**config.mk**
```make
export PLATFORM = sky130hd
export DESIGN_NAME = adder_sched
export DESIGN_NICKNAME = d
export VERILOG_FILES = /design/src/rtl/adder_pkg.sv /design/src/rtl/adder_sched_rr_arbiter.sv /design/src/rtl/cla_16.sv /design/src/rtl/adder_sched.sv
export SDC_FILE = /design/constraint.sdc
export NUM_CORES = 1
export LEC_CHECK = 0
export CAP_MARGIN = 20
export CORE_UTILIZATION = 37
export DETAILED_ROUTE_END_ITERATION = 10
export GPL_TIMING_DRIVEN = 0
export PLACE_DENSITY = 0.69
export SLEW_MARGIN = 10
export SYNTH_ARGS = -nofsm -noshare
export SYNTH_HDL_FRONTEND = slang
export SYNTH_HIERARCHICAL = 1
export SYNTH_SLANG_ARGS = --single-unit
```
**constraint.sdc**
```tcl
create_clock -name clk -period 7.1 [get_ports clk]
set_clock_uncertainty 0.15 [all_clocks]
set_input_delay 1.42 -clock clk [delete_from_list [all_inputs] [get_ports clk]]
set_output_delay 1.42 -clock clk [all_outputs]
set_load 0.01 [all_outputs]
```
**src/rtl/adder_pkg.sv**
```systemverilog
// rtl/adder_pkg.sv - shared constants and types for the adder_sched slice
package adder_pkg;
   localparam int DATA_W   = 16;
   localparam int NREQ_DEF = 4;
   localparam int ID_W_DEF = 2;

   typedef logic [DATA_W-1:0] word_t;

   localparam word_t SAT_POS = 16'h7FFF;
   localparam word_t SAT_NEG = 16'h8000;
endpackage

```
**src/rtl/adder_sched_rr_arbiter.sv**
```systemverilog
// rtl/adder_sched_rr_arbiter.sv - round-robin arbiter with rotating priority pointer
module rr_arbiter #(
   parameter int NREQ = 4,
   parameter int ID_W = 2
) (
   input  logic            clk,
   input  logic            rst_n,
   input  logic [NREQ-1:0] req,
   input  logic            hold,
   output logic [NREQ-1:0] gnt,
   output logic [ID_W-1:0] win_id,
   output logic            win_vld
);
   logic [ID_W-1:0] ptr;
   logic [ID_W-1:0] idx;

   always_comb begin
      gnt     = '0;
      win_id  = '0;
      win_vld = 1'b0;
      idx     = '0;
      for (int k = 0; k < NREQ; k++) begin
         idx = ID_W'((int'(ptr) + k) % NREQ);
         if (!win_vld && !hold && req[idx]) begin
            win_vld  = 1'b1;
            win_id   = idx;
         end
      end
      if (win_vld) gnt[win_id] = 1'b1;
   end

   always_ff @(posedge clk or negedge rst_n) begin
      if (!rst_n) begin
         ptr <= '0;
      end else if (win_vld) begin
         ptr <= (win_id == ID_W'(NREQ-1)) ? '0 : win_id + 1'b1;
      end
   end
endmodule

```
**src/rtl/cla_16.sv**
```systemverilog
// rtl/cla_16.sv - 16-bit carry-lookahead adder, four 4-bit lookahead groups
module cla_16 (
   input  logic [15:0] a,
   input  logic [15:0] b,
   input  logic        cin,
   output logic [15:0] sum,
   output logic        cout
);
   logic [15:0] g;
   logic [15:0] p;
   logic [15:0] c;
   logic [3:0]  gg;
   logic [3:0]  gp;
   logic        gcarry;
   logic        rc;

   always_comb begin
      g      = a & b;
      p      = a ^ b;
      c      = '0;
      gg     = '0;
      gp     = '0;
      gcarry = cin;
      rc     = 1'b0;
      for (int j = 0; j < 4; j++) begin
         gp[j] = &p[4*j +: 4];
         gg[j] = g[4*j+3]
               | (p[4*j+3] & g[4*j+2])
               | (p[4*j+3] & p[4*j+2] & g[4*j+1])
               | (p[4*j+3] & p[4*j+2] & p[4*j+1] & g[4*j]);
         // bit carries inside a group come from the group carry-in
         rc = gcarry;
         for (int k = 0; k < 4; k++) begin
            c[4*j+k] = rc;
            rc       = g[4*j+k] | (p[4*j+k] & rc);
         end
         gcarry = gg[j] | (gp[j] & gcarry);
      end
      sum  = p ^ c;
      cout = gcarry;
   end
endmodule

```
**src/rtl/adder_sched.sv**
```systemverilog
// rtl/adder_sched.sv - round-robin scheduler sharing one cla_16 across NREQ clients, 2-stage pipe
// Optional signed saturation of rsp_sum when ADDER_SAT_EN is defined.
module adder_sched
   import adder_pkg::*;
#(
   parameter int NREQ = NREQ_DEF,
   parameter int ID_W = ID_W_DEF
) (
   input  logic                   clk,
   input  logic                   rst_n,
   input  logic [NREQ-1:0]        req,
   input  logic [DATA_W*NREQ-1:0] a_flat,
   input  logic [DATA_W*NREQ-1:0] b_flat,
   input  logic [NREQ-1:0]        cin_v,
   input  logic                   hold,
   output logic [NREQ-1:0]        gnt,
   output logic                   rsp_vld,
   output logic [ID_W-1:0]        rsp_id,
   output logic [DATA_W-1:0]      rsp_sum,
   output logic                   rsp_cout,
   output logic                   rsp_ovfl
);
   logic [ID_W-1:0] win_id;
   logic            win_vld;

   word_t           s1_a;
   word_t           s1_b;
   logic            s1_cin;
   logic [ID_W-1:0] s1_id;
   logic            s1_v;

   word_t           add_sum;
   logic            add_cout;
   logic            add_ovfl;
   word_t           sum_out;

   rr_arbiter #(.NREQ(NREQ), .ID_W(ID_W)) u_arb (
      .clk     (clk),
      .rst_n   (rst_n),
      .req     (req),
      .hold    (hold),
      .gnt     (gnt),
      .win_id  (win_id),
      .win_vld (win_vld)
   );

   always_ff @(posedge clk or negedge rst_n) begin
      if (!rst_n) begin
         s1_a   <= '0;
         s1_b   <= '0;
         s1_cin <= 1'b0;
         s1_id  <= '0;
         s1_v   <= 1'b0;
      end else begin
         s1_v <= win_vld;
         if (win_vld) begin
            s1_a   <= a_flat[int'(win_id)*DATA_W +: DATA_W];
            s1_b   <= b_flat[int'(win_id)*DATA_W +: DATA_W];
            s1_cin <= cin_v[win_id];
            s1_id  <= win_id;
         end
      end
   end

   cla_16 u_cla (
      .a    (s1_a),
      .b    (s1_b),
      .cin  (s1_cin),
      .sum  (add_sum),
      .cout (add_cout)
   );

   assign add_ovfl = (s1_a[DATA_W-1] == s1_b[DATA_W-1]) && (add_sum[DATA_W-1] != s1_a[DATA_W-1]);

`ifdef ADDER_SAT_EN
   // clamp toward the sign of the operands; flags stay raw
   assign sum_out = !add_ovfl ? add_sum : (s1_a[DATA_W-1] ? SAT_NEG : SAT_POS);
`else
   assign sum_out = add_sum;
`endif

   always_ff @(posedge clk or negedge rst_n) begin
      if (!rst_n) begin
         rsp_vld  <= 1'b0;
         rsp_id   <= '0;
         rsp_sum  <= '0;
         rsp_cout <= 1'b0;
         rsp_ovfl <= 1'b0;
      end else begin
         rsp_vld <= s1_v;
         if (s1_v) begin
            rsp_id   <= s1_id;
            rsp_sum  <= sum_out;
            rsp_cout <= add_cout;
            rsp_ovfl <= add_ovfl;
         end
      end
   end
endmodule

```
Yosys cells after proc, flatten, opt, wreduce, memory -nomap -nowiden
Index checks and enable logic that the tools add are counted.

$add $sub $neg: 4. Order comparisons: 6. Eq/ne operators: 3. Shift operators: 2. Muxes and demuxes: 22. Bitwise operators: 67. Reductions and logical operators: 17.

Operators by type and width (number): $shiftx 64x7->16 (2); $and 1x1->1 (36); $xor 16x16->16 (2); $or 1x1->1 (28); $and 16x16->16 (1); $reduce_and 4->1 (4); $lt 2x3->1 const B (5); $bmux 1 s2 (5); $mux 1 (10); $mux 2 (5); $logic_and 1x1->1 (9); $add 2x1->2 const B (2); $add 2x2->2 const B (2); $logic_not 1->1 (4); $mux 4 (1); $demux 1 s2 (1); $eq 2x2->1 const B (1); $ge 2x1->1 const B (1); $eq 1x1->1 (1); $ne 1x1->1 (1).

Bits in registers: 59. Bits of input ports: 139.

Depth between registers and ports, before layout
Depth in word-level cells: 21. Depth in mapped cells: 11. Depth with buffers taken out: 11.

Hierarchy
The synthesis kept the hierarchy.

Modules (own cells, without submodules): adder_sched (times used 1, cells each 238, area an instance 3031.7 um^2); cla_16 (times used 1, cells each 77, area an instance 705.7 um^2); rr_arbiter (times used 1, cells each 57, area an instance 498.0 um^2).

Worst setup path before layout
No wires, ideal clock.

Path kind: input to output. Start: in hold. End: out gnt[3]. Arrival time: 2.852 ns. Data required time: 5.530 ns. Slack: 2.678 ns. Stages: 6. Cell sequence: or2_1 -> o22ai_2 -> nand2_1 -> o32ai_1 -> ha_1 -> nor2b_1.

Cells in the longest elaborated chain, start to end: 20.

RTL lines: start: declaration (line adder_sched.sv:15) `input logic hold,`; $logic_not 1->1 * (line adder_sched_rr_arbiter.sv:24) `if (!win_vld && !hold && req[idx]) begin`; $logic_and 1x1->1 (line adder_sched_rr_arbiter.sv:24); $mux 1 (line adder_sched_rr_arbiter.sv:24); $logic_not 1->1 (line adder_sched_rr_arbiter.sv:24); $logic_and 1x1->1 (2 in a row) (line adder_sched_rr_arbiter.sv:24); $mux 1 (line adder_sched_rr_arbiter.sv:24); $logic_not 1->1 (line adder_sched_rr_arbiter.sv:24); $logic_and 1x1->1 (2 in a row) (line adder_sched_rr_arbiter.sv:24); [2 not listed]; $logic_and 1x1->1 (2 in a row) (line adder_sched_rr_arbiter.sv:24); $mux 2 * (line adder_sched_rr_arbiter.sv:24); named net win_id[1] (line adder_sched.sv:23) `logic [ID_W-1:0] win_id;`; $lt 2x3->1 (implied by the code) or $ge 2x1->1 (tied branches) (line adder_sched_rr_arbiter.sv:29) `if (win_vld) gnt[win_id] = 1'b1;`; $logic_and 1x1->1 (implied by the code) (line adder_sched_rr_arbiter.sv:29); $mux 1 (implied by the code) (line adder_sched_rr_arbiter.sv:29); $demux 1 s2 *; $mux 4 * (line adder_sched_rr_arbiter.sv:29); end: declaration (line adder_sched.sv:16) `output logic [NREQ-1:0] gnt,`.

Mark *: on every way through the listed nets, which the timed path passes. The rest lies on a longest branch.

Worst setup path in the final report
Same ends and word-level chain as after synthesis.

==> impl_metrics.tcl <==
set metrics [dict create \
    chipWidth_um 109 \
    yosys_warnings 6 \
    clk_latency_ns 0.32 \
    post_cts_resized 0 \
    synth.distinct_cells 51 \
    cts_tree "yes" \
    worst_slack_ns 1.36 \
    worst_setup_path_end_kind "primary output" \
    drt_wl_total_um 12800 \
    grt.busiest_layer "met2" \
    setup_viol 0 \
    hp-class "flop to flop" \
    final_cell_mix "162 x clkdlybuf4s50_1, 70 x mux2i_1, 59 x dfrtp_1" \
    synth_area_mm2 0.00424 \
    layout_commonest_cell "clkdlybuf4s50_1" \
    finalMaxSlewViolations 0 \
    dpl_cell_area_mm2 0.00604 \
    synth-edff-count 0 \
    multi_input_area_mm2 0.00248 \
    avgSynthCellArea_um2 11.4 \
    htreeDepth 3 \
    clk_pin_slew_ns 0.05 \
    port_buffers 163 \
    min_period_ns 5.74 \
    synth_nets 543 \
    synth_seq_cells 59 \
    rsz0062_at_grt "false" \
    fmax_mhz 174 \
    dp_hpwl_um 9760 \
    required_ns 5.53 \
    yosys.area.top_type "dfrtp_1" \
    drc_errors 0 \
    core_mm2 0.0110 \
    ys.flop_type "dfrtp_1" \
    ir_drop_mv 0.245 \
    via_per_inst 5.25 \
    maxCapViolCount 0 \
    fillerInstances 977 \
    drt-initial-drc-count 139 \
    grt_overflow 0 \
    diodes 0 \
    track_usage_pct 22.1 \
    nets 717 \
    path_max_fanout 7 \
    status "finished clean" \
    crit_arrival_ns 4.17 \
    seqCellArea_mm2 0.00148 \
    ys_seq_area_share_pct 34.9 \
    ant_nets 0 \
    cts-root-buf "clkbuf_16" \
    cts_buffers 9 \
    drive_gt1_share_pct 12.4 \
    vias 3621 \
    synth_cells 372 \
    met2_usage_pct 38.8 \
    area_delta_synth_final_pct 49.3 \
    hold_buffers 0 \
    start_kind "primary input" \
    clockBufferDepth 2 \
    grt_max_degree 60 \
    postCtsSetupRepairBufs 0 \
    tns_ns 0 \
    dieArea_mm2 0.0119 \
    worst_slew_pin_slew_ns 0.765 \
    start_util_pct 38.6 \
    dr.pass1.iters 6 \
    finish.instance_area_mm2 0.00632 \
    p_leak_nw 2.73 \
    antenna_found_initial 0 \
    die_y_um 109 \
    grtUsageMet3_pct 4.06 \
    slew_headroom_pct 49.0 \
    path_class "primary input to primary output" \
    met1_usage_pct 27.7 \
    hold_viol 0 \
    post_drt_wl_per_cell_um 18.6 \
    ys_async_sr_fraction_pct 100 \
    rows 38 \
    finalCritPeriodShare_pct 80.8 \
    num_io_pins 164 \
    netlist.area_leader.share_pct 34.9 \
    grt_pass1_wl_um 19500 \
    p_per_area_mw_per_mm2 446 \
    grt_pass1_vias 3911 \
    synth_area_leaders "dfrtp_1 35%, mux2i_1 17%, o221ai_1 6.8%" \
    place_congestion 0.802 \
    clock_sinks 59 \
    place_ws_ns 1.42 \
]
[registers in the layout, indices dropped and copies added, names as in the netlist]
name       count
rsp_id         2
s1_v           1
s1_cin         1
s1_id          2
s1_b          16
rsp_vld        1
u_arb/ptr      2
rsp_cout       1
s1_a          16
rsp_ovfl       1
rsp_sum       16
[layer usage]
layer | wire length [um] | vias to the layer above
met2 | 6320 | 134
met3 | 977 | 10
met4 | 126 | 0
li1 | - | 1712
met5 | 0 | -
met1 | 5390 | 1765
[final timing paths]
path / startpoint / to / slack, ns / cells after the start
min reg2reg: s1_v$_DFF_PN0_ / rsp_vld$_DFF_PN0_ / 0.32 / 0
min in group asynchronous: rst_n / rsp_sum[9]$_DFFE_PN0P_ / 1.02 / 1
max in group asynchronous: rst_n / s1_a[6]$_DFFE_PN0P_ / 5.28 / 1
min: s1_v$_DFF_PN0_ / rsp_vld$_DFF_PN0_ / 0.32 / 0
max reg2reg: s1_a[9]$_DFFE_PN0P_ / rsp_ovfl$_DFFE_PN0P_ / 3.42 / 11
max: hold / gnt[3] / 1.36 / 8
[report_power, final]
| group | internal, mW | switching, mW |
|---|---|---|
| combinational | 0.904 | 0.839 |
| sequential | 0.521 | 0.140 |
| clock | 0.268 | 0.151 |
| total | 1.69 | 1.13 |
[synth_stat cells, types with 2 or more instances]
cell,number
nand2_1,5
o221ai_1,33
ha_1,20
or4_1,2
fa_1,12
a21oi_4,2
buf_2,11
nor2b_1,7
xnor2_1,3
xor2_1,2
clkbuf_1,2
nor3_1,3
inv_1,22
dfrtp_1,59
or3b_4,2
a21oi_1,6
a211o_1,2
o311a_1,2
nor2_1,8
buf_6,2
mux2_2,20
mux2i_1,70
o21ai_0,5
buf_12,4
clkbuf_4,3
nand3_1,2
nand3b_1,2
nand2b_1,36
a21o_1,2
and4_1,2
[critical path: stages]
cell,delay [ns]
clkdlybuf4s50_1,0.52
or2_1,0.31
o22ai_2,0.31
nand2_1,0.12
o32ai_1,0.48
ha_1,0.29
nor2b_1,0.15
clkdlybuf4s50_1,0.56
[final cells by class]
class                           instances  area share (%)
Clock inverter                          5           0.871
Buffer                                 24            3.17
Multi-Input combinational cell        267            39.2
Timing Repair Buffer                  163            25.8
Tap cell                              140            2.77
Sequential cell                        59            23.3
Clock buffer                           10            3.62
Inverter                               22            1.31
[stage by stage]
stage               utilization (%)  total power, mW  hold WS [ns]  instances
finish                         57.6             2.82         0.319        690
global route                   57.6             3.02         0.337        690
CTS                            57.6             2.84         0.327        690
detailed placement             55.0             2.41         0.315        675
global placement               55.0             2.36         0.317        675
floorplan                         -             1.81         0.242        372
[cells by family (layout without fill, tap and decap cells)]
kind of cell	after synthesis	in the layout	synth area share [%]
buffers and inverters	46	224	6.68
XOR/XNOR	5	5	1.03
flip-flops	59	59	34.9
AO/OA/AOI/OAI	62	62	12.2
adder cells (fa/ha/maj)	32	32	11.6
AND/OR/NAND/NOR	78	78	11.8
multiplexers	90	90	21.9
No activity file was read; power rests on OpenSTA's default activity.
